File: src/rtl/mem1r1w_fifo_ctrl_pkg.sv
// Shared sizing for the 1R1W FIFO controller and the memory wrapper that
// sits next to it in the parent. Widths are derived from DEPTH only.
package mem1r1w_pkg;

    localparam int DEF_WIDTH = 32'd64;
    localparam int DEF_DEPTH = 32'd32;

    // Address width of a DEPTH-entry memory (DEPTH is a power of two).
    function automatic int addr_w(input int depth);
        return $clog2(depth);
    endfunction

    // Width of the occupancy count, which spans 0..DEPTH+1.
    function automatic int cnt_w(input int depth);
        return $clog2(depth + 32'd2);
    endfunction

endpackage : mem1r1w_pkg

File: src/rtl/mem1r1w_fifo_ctrl_if.sv
// Producer/consumer handshakes plus the memory macro port of the FIFO
// controller. The master side is the controller, the slave side is the
// surrounding logic (producer, consumer and memory), mon observes everything.
interface mem1r1w_fifo_ctrl_if
    import mem1r1w_pkg::*;
#(
    parameter int WIDTH = DEF_WIDTH,
    parameter int DEPTH = DEF_DEPTH
);
    localparam int ADDR_W = addr_w(DEPTH);
    localparam int CNT_W  = cnt_w(DEPTH);

    logic              flush;
    logic              in_valid;
    logic              in_ready;
    logic [WIDTH-1:0]  in_data;
    logic              out_valid;
    logic              out_ready;
    logic [WIDTH-1:0]  out_data;
    logic [CNT_W-1:0]  count;
    logic [ADDR_W-1:0] mem_raddr;
    logic [WIDTH-1:0]  mem_rdata;
    logic              mem_wen;
    logic [ADDR_W-1:0] mem_waddr;
    logic [WIDTH-1:0]  mem_wdata;

    modport master (
        input  flush, in_valid, in_data, out_ready, mem_rdata,
        output in_ready, out_valid, out_data, count,
               mem_raddr, mem_wen, mem_waddr, mem_wdata
    );

    modport slave (
        output flush, in_valid, in_data, out_ready, mem_rdata,
        input  in_ready, out_valid, out_data, count,
               mem_raddr, mem_wen, mem_waddr, mem_wdata
    );

    modport mon (
        input flush, in_valid, in_data, out_ready, mem_rdata,
              in_ready, out_valid, out_data, count,
              mem_raddr, mem_wen, mem_waddr, mem_wdata
    );

endinterface : mem1r1w_fifo_ctrl_if

File: src/rtl/mem1r1w_fifo_ctrl_wrap_ptr.sv
// Wrapping address pointer: counts up on inc, returns to zero on clr.
// Wrap from DEPTH-1 to 0 comes from the natural ADDR_W overflow.
module wrap_ptr #(
    parameter int ADDR_W = 5
) (
    input  logic              clock,
    input  logic              reset,
    input  logic              clr,
    input  logic              inc,
    output logic [ADDR_W-1:0] ptr
);

    logic [ADDR_W-1:0] ptr_r;

    // Pointer register; clear has priority over increment.
    always_ff @(posedge clock or negedge reset) begin
        if (!reset) begin
            ptr_r <= {ADDR_W{1'b0}};
        end else if (clr) begin
            ptr_r <= {ADDR_W{1'b0}};
        end else if (inc) begin
            ptr_r <= ptr_r + ADDR_W'(1'b1);
        end else begin
            ptr_r <= ptr_r;
        end
    end

    assign ptr = ptr_r;

endmodule : wrap_ptr

File: src/rtl/mem1r1w_fifo_ctrl.sv
// FIFO controller driving an external DEPTH x WIDTH 1R1W memory (combinational
// read) with one output holding register in front of the consumer, for a total
// capacity of DEPTH+1. A push that finds the memory empty and the output
// register free goes straight into the output register and skips the memory.
module mem1r1w_fifo_ctrl
    import mem1r1w_pkg::*;
#(
    parameter int WIDTH = DEF_WIDTH,
    parameter int DEPTH = DEF_DEPTH
) (
    input logic                  clock,
    input logic                  reset,
    mem1r1w_fifo_ctrl_if.master  bus
);
    localparam int ADDR_W = addr_w(DEPTH);
    localparam int CNT_W  = cnt_w(DEPTH);

    localparam logic [CNT_W-1:0] CNT_ZERO = {CNT_W{1'b0}};
    localparam logic [CNT_W-1:0] CNT_ONE  = CNT_W'(1'b1);
    localparam logic [CNT_W-1:0] MEM_FULL = CNT_W'(DEPTH);

    // Registered state
    logic [CNT_W-1:0]  mem_cnt_r;
    logic              out_valid_r;
    logic [WIDTH-1:0]  out_data_r;

    // Next-state values
    logic [CNT_W-1:0]  mem_cnt_nxt_s;
    logic              out_valid_nxt_s;
    logic [WIDTH-1:0]  out_data_nxt_s;

    // Pointers
    logic [ADDR_W-1:0] rd_ptr_s;
    logic [ADDR_W-1:0] wr_ptr_s;

    // Handshake decode
    logic in_ready_s;
    logic push_s;
    logic pop_s;
    logic load_s;
    logic mem_avail_s;
    logic take_mem_s;
    logic bypass_s;
    logic mem_write_s;
    logic rd_inc_s;

    // Handshake decode; in_ready depends on registered state and flush only,
    // so there is no path from out_ready to in_ready.
    always_comb begin
        in_ready_s  = (mem_cnt_r != MEM_FULL) & ~bus.flush;
        push_s      = bus.in_valid & in_ready_s;
        pop_s       = out_valid_r & bus.out_ready;
        load_s      = ~out_valid_r | pop_s;
        mem_avail_s = (mem_cnt_r != CNT_ZERO);
        take_mem_s  = load_s & mem_avail_s;
        bypass_s    = load_s & ~mem_avail_s & push_s;
        // Write enable is forced low while reset is held.
        mem_write_s = push_s & ~bypass_s & reset;
        rd_inc_s    = take_mem_s & ~bus.flush;
    end

    // Next state of memory occupancy and the output holding register.
    always_comb begin
        mem_cnt_nxt_s   = mem_cnt_r;
        out_valid_nxt_s = out_valid_r;
        out_data_nxt_s  = out_data_r;
        if (bus.flush) begin
            // Contents are discarded; the last output word is left in place.
            mem_cnt_nxt_s   = CNT_ZERO;
            out_valid_nxt_s = 1'b0;
        end else begin
            case ({mem_write_s, take_mem_s})
                2'b10:   mem_cnt_nxt_s = mem_cnt_r + CNT_ONE;
                2'b01:   mem_cnt_nxt_s = mem_cnt_r - CNT_ONE;
                default: mem_cnt_nxt_s = mem_cnt_r;
            endcase

            if (take_mem_s) begin
                // Refill from the memory head word.
                out_data_nxt_s  = bus.mem_rdata;
                out_valid_nxt_s = 1'b1;
            end else if (bypass_s) begin
                // Memory empty: the incoming word goes straight to the output.
                out_data_nxt_s  = bus.in_data;
                out_valid_nxt_s = 1'b1;
            end else if (load_s) begin
                // Nothing to load: the register empties if it was popped.
                out_valid_nxt_s = 1'b0;
            end else begin
                out_valid_nxt_s = out_valid_r;
            end
        end
    end

    // State registers for occupancy and the output holding register.
    always_ff @(posedge clock or negedge reset) begin
        if (!reset) begin
            mem_cnt_r   <= CNT_ZERO;
            out_valid_r <= 1'b0;
            out_data_r  <= {WIDTH{1'b0}};
        end else begin
            mem_cnt_r   <= mem_cnt_nxt_s;
            out_valid_r <= out_valid_nxt_s;
            out_data_r  <= out_data_nxt_s;
        end
    end

    wrap_ptr #(.ADDR_W(ADDR_W)) u_rd_ptr (
        .clock (clock),
        .reset (reset),
        .clr   (bus.flush),
        .inc   (rd_inc_s),
        .ptr   (rd_ptr_s)
    );

    wrap_ptr #(.ADDR_W(ADDR_W)) u_wr_ptr (
        .clock (clock),
        .reset (reset),
        .clr   (bus.flush),
        .inc   (mem_write_s),
        .ptr   (wr_ptr_s)
    );

    assign bus.in_ready  = in_ready_s;
    assign bus.out_valid = out_valid_r;
    assign bus.out_data  = out_data_r;
    assign bus.count     = mem_cnt_r + CNT_W'(out_valid_r);
    assign bus.mem_raddr = rd_ptr_s;
    assign bus.mem_wen   = mem_write_s;
    assign bus.mem_waddr = wr_ptr_s;
    assign bus.mem_wdata = bus.in_data;

endmodule : mem1r1w_fifo_ctrl

File: src/flat_wrapper.sv
// flat-port wrapper written by rule: the top's interface ports become plain ports
module mem1r1w_fifo_ctrl_flat import mem1r1w_pkg::*;
#(
    parameter int WIDTH = DEF_WIDTH,
    parameter int DEPTH = DEF_DEPTH
)
  (clock, reset, bus_flush, bus_in_valid, bus_in_data, bus_out_ready, bus_mem_rdata, bus_in_ready, bus_out_valid, bus_out_data, bus_count, bus_mem_raddr, bus_mem_wen, bus_mem_waddr, bus_mem_wdata);
  mem1r1w_fifo_ctrl_if #(.WIDTH(WIDTH), .DEPTH(DEPTH)) bus_i ();
  input logic clock;
  input logic reset;
  input wire logic [$bits(bus_i.flush)-1:0] bus_flush;
  input wire logic [$bits(bus_i.in_valid)-1:0] bus_in_valid;
  input wire logic [$bits(bus_i.in_data)-1:0] bus_in_data;
  input wire logic [$bits(bus_i.out_ready)-1:0] bus_out_ready;
  input wire logic [$bits(bus_i.mem_rdata)-1:0] bus_mem_rdata;
  output wire logic [$bits(bus_i.in_ready)-1:0] bus_in_ready;
  output wire logic [$bits(bus_i.out_valid)-1:0] bus_out_valid;
  output wire logic [$bits(bus_i.out_data)-1:0] bus_out_data;
  output wire logic [$bits(bus_i.count)-1:0] bus_count;
  output wire logic [$bits(bus_i.mem_raddr)-1:0] bus_mem_raddr;
  output wire logic [$bits(bus_i.mem_wen)-1:0] bus_mem_wen;
  output wire logic [$bits(bus_i.mem_waddr)-1:0] bus_mem_waddr;
  output wire logic [$bits(bus_i.mem_wdata)-1:0] bus_mem_wdata;
  assign bus_i.flush = bus_flush;
  assign bus_i.in_valid = bus_in_valid;
  assign bus_i.in_data = bus_in_data;
  assign bus_i.out_ready = bus_out_ready;
  assign bus_i.mem_rdata = bus_mem_rdata;
  assign bus_in_ready = bus_i.in_ready;
  assign bus_out_valid = bus_i.out_valid;
  assign bus_out_data = bus_i.out_data;
  assign bus_count = bus_i.count;
  assign bus_mem_raddr = bus_i.mem_raddr;
  assign bus_mem_wen = bus_i.mem_wen;
  assign bus_mem_waddr = bus_i.mem_waddr;
  assign bus_mem_wdata = bus_i.mem_wdata;
  mem1r1w_fifo_ctrl #(.WIDTH(WIDTH), .DEPTH(DEPTH)) u_core (.clock(clock), .reset(reset), .bus(bus_i));
endmodule
File: config.mk
export PLATFORM = sky130hd
export DESIGN_NAME = mem1r1w_fifo_ctrl_flat
export DESIGN_NICKNAME = d
export VERILOG_FILES = /design/src/rtl/mem1r1w_fifo_ctrl_pkg.sv /design/src/rtl/mem1r1w_fifo_ctrl_if.sv /design/src/rtl/mem1r1w_fifo_ctrl_wrap_ptr.sv /design/src/rtl/mem1r1w_fifo_ctrl.sv /design/src/flat_wrapper.sv
export SDC_FILE = /design/constraint.sdc
export NUM_CORES = 1
export LEC_CHECK = 0
export CORE_AREA = 2 2 109 111
export CTS_CLUSTER_SIZE = 40
export DETAILED_ROUTE_END_ITERATION = 10
export DIE_AREA = 0 0 111 113
export PLACE_DENSITY = 0.86
export SLEW_MARGIN = 40
export SYNTH_ARGS = -nofsm -noshare
export SYNTH_HDL_FRONTEND = slang
export SYNTH_HIERARCHICAL = 1
export SYNTH_SLANG_ARGS = --single-unit
File: constraint.sdc
create_clock -name clock -period 7.4 [get_ports clock]
set_input_delay 0.74 -clock clock [delete_from_list [all_inputs] [get_ports clock]]
set_output_delay 0.74 -clock clock [all_outputs]
set_load 0.005 [all_outputs]
==> impl_metrics.ini <==
[status]
outcome = completed

[floorplanning]
initial_core_util_pct = 40.43
die_w_um = 111
pin_count = 280
core_sq_um = 11270
fp.dieArea_sq_um = 12540
rows = 39
die_h_um = 113

[worst_setup_path]
crit_required_ps = 7610
cpMostUsedCell = nor2_1
timing.rr.start = u_core/mem_cnt_r[1]
critPathSlowestCell = or4_4
start_kind = register
worst-path-max-fanout = 6
reg2reg_to = u_core/mem_cnt_r[5]
crit_path_end_kind = register
critPathArrivalTime_ps = 3650
slowest_delay_ps = 570
path_cells = or4_4 -> nor2_1 -> nor3_1 -> nor2_1 -> ha_1 -> a211oi_1 -> o21bai_1 -> a21oi_1 -> mux2_2 -> and3_1
path_class = reg -> reg
r2r_cells = 10
rrSetupSlack_ps = 3960

[sta]
slew_violations = 0
worst_slack_ps = 3957
setup_violations = 0
rsz0062_at_grt = no
skew_ps = 9.159
tightestPinTransition_ps = 553.7
fin_setup_tns_ps = 0
slew_headroom_pct = 63.08
fin_crit_sh_pct = 46.53
max_freq_mhz = 290.4
hold_viol = 0
hold_ws_ps = 435.9
finalCriticalPeriod_ps = 3443

[cts]
insertion_delay_ps = 330
cts_buffer_depth = 2
postCtsHoldBufs = 0
cts_sinks = 81
post_cts_buffers = 0
post_cts_resized = 0
cts_htree_levels = 3
cts_root_buf = clkbuf_16
cts_tree = done
numCtsBuffers = 9
clk_transition_reported_paths_ps = 60

[global_routing]
grt-ovfl-total = 0
grt_antenna_before_repair = 0
grt_max_degree = 82
grt_pass1_vias = 4057
globalRouteTotalUtil_pct = 20.29
grt_pass1_wl_um = 20420

[synth]
synth-seq-cells = 81
yosys_most_used_dff = dfrtp_1
synth.top_cell.area_share_pct = 44.48
yosys-top-cells-area = dfrtp_1 (44%), mux2i_1 (15%), buf_4 (12%), nand2_1 (5.5%), o21ai_1 (4.3%)
avgSynthCellArea_sq_um = 9.906
synth.largest_area_cell = dfrtp_1
synth_edf_count = 0
netlist_instances = 460
syn_nets = 602
synth_cell_types = 35
ys_warn_count = 6
ys_seq_area_share_pct = 44.48
ys_async_sr_fraction_pct = 100.0
syn_area_sq_um = 4557

[detailed_routing]
final_antenna_net_count = 0
vias = 3946
drtIter0Drc = 144
wl_per_cell_um = 16.22
drc = 0
wirelength_um = 13180
dr.pass1.iters = 4
highest_layer = met4
dr_wl_met3_um = 714
dr_wl_met2_um = 7066
met1Wirelength_um = 5279
avgViaCountPerCell = 4.854

[finish]
nNetsFinal = 807
antenna_cells = 0
register_area_sq_um = 2027
area_delta_synth_final_pct = 61.37
drive_gt1_share_pct = 4.776
multi_input_area_sq_um = 1944
fillers = 898

[placement]
portBuffers = 279
place_hpwl_um = 10470
pre_cts_ws_ps = 3408
finalWeightedCongestion = 0.7729

[power_and_ir_drop]
p_leak_nw = 3.156
power.density_nw_per_um2 = 302.3
peakVddDrop_mv = 0.1916

[run]
maxCapViolCount = 0

[worst_hold_path]
hold_class = in -> async
## through the flow
stage               instance area, sq um  power (mW)  std cells  utilization (%)
floorplan                           4557       1.198        460                -
global placement                    6962       1.690        795            61.76
detailed placement                  6993       1.745        796            62.04
CTS                                 7333       2.247        812            65.06
global route                        7353       2.364        813            65.23
finish                              7353       2.223        813            65.23
## cells by family (layout without fill, tap and decap cells)
family | count (synthesis) | in the layout | share of synthesized area, %
xor gates and xnor gates | 8 | 8 | 1.538
AOI/OAI and AO/OA | 83 | 83 | 9.885
buffers and inverters | 91 | 301 | 13.40
muxes | 78 | 78 | 17.68
adders and majority gates | 9 | 9 | 2.636
DFF | 81 | 81 | 44.48
and+or+nand+nor | 110 | 110 | 10.38
## layer usage
layer  up-vias  track usage (%)
met2       150            38.00
li1       1935                -
met3        11            4.178
met4         0            4.667
met5         -                0
met1      1850            23.97
## cell usage after synthesis (6+ instances only)
cell type / n
dfrtp_1: 81
buf_4: 70
mux2i_1: 67
nand2_1: 67
o21ai_1: 39
o21ai_0: 27
nor2_1: 20
clkbuf_1: 15
ha_1: 8
mux2_1: 7
a21oi_1: 6
## worst max path at each step
| stage | endpoint | cells after the start | slack (ps) | from |
|---|---|---|---|---|
| 2_1_floorplan | u_core/mem_cnt_r[5] | 12 | 3890 | u_core/mem_cnt_r[1] |
| 3_3_place_gp | u_core/mem_cnt_r[5] | 9 | 3530 | bus_flush |
| 3_5_place_dp | u_core/mem_cnt_r[5] | 9 | 3410 | bus_flush |
| 4_1_cts | bus_mem_wen | 3 | 3530 | bus_flush |
| 5_1_grt | u_core/mem_cnt_r[5] | 10 | 3750 | u_core/mem_cnt_r[1] |
| 6_report | u_core/mem_cnt_r[5] | 10 | 3960 | u_core/mem_cnt_r[1] |
## where the power goes
group          leakage, nW  switching (mW)  internal [mW]
logic                 1.97           0.433          0.596
clock network        0.169           0.167          0.323
registers             1.01           0.108          0.597
total                 3.16           0.707           1.52
## layout make-up
type / count / area share [%]
Timing Repair Buffer: 284 / 38.88
Sequential cell: 81 / 27.57
Multi-Input combinational cell: 288 / 26.44
Clock buffer: 12 / 3.624
Tap cell: 143 / 2.433
Clock inverter: 4 / 1.004
Inverter: 1 / 0.05105
## critical path: cells and delay by family (launching register included)
kind            cells  cell delay, ps
fa+ha+maj           1             340
simple gates        5            1380
compound gates      3             760
flops               1             450
mux                 1             380
## flip-flops by register name (all words and copies together) (netlist names)
| name | cells |
|---|---|
| u_core/u_wr_ptr/ptr | 5 |
| u_core/mem_cnt_r | 6 |
| u_core/bus.out_data | 64 |
| u_core/u_rd_ptr/ptr | 5 |
| u_core/bus.out_valid | 1 |
## cells in the final DEF (no fill, tap or decap), types with 2 or more instances in the layout
cell type,n
a211oi_1,2
a21bo_1,2
a21o_1,3
a21oi_1,6
and3_1,2
buf_4,3
bufinv_16,2
clkbuf_16,9
clkbuf_8,3
clkdlybuf4s50_1,277
dfrtp_1,81
ha_1,8
mux2_1,7
mux2_4,3
mux2i_1,67
nand2_1,67
nand3_1,3
nand3b_1,2
nand4_1,4
nor2_1,20
nor2b_1,5
nor3_1,2
o21ai_0,27
o21ai_1,38
xnor2_1,5
xor2_1,3
Power figures use the tool's default switching activity.
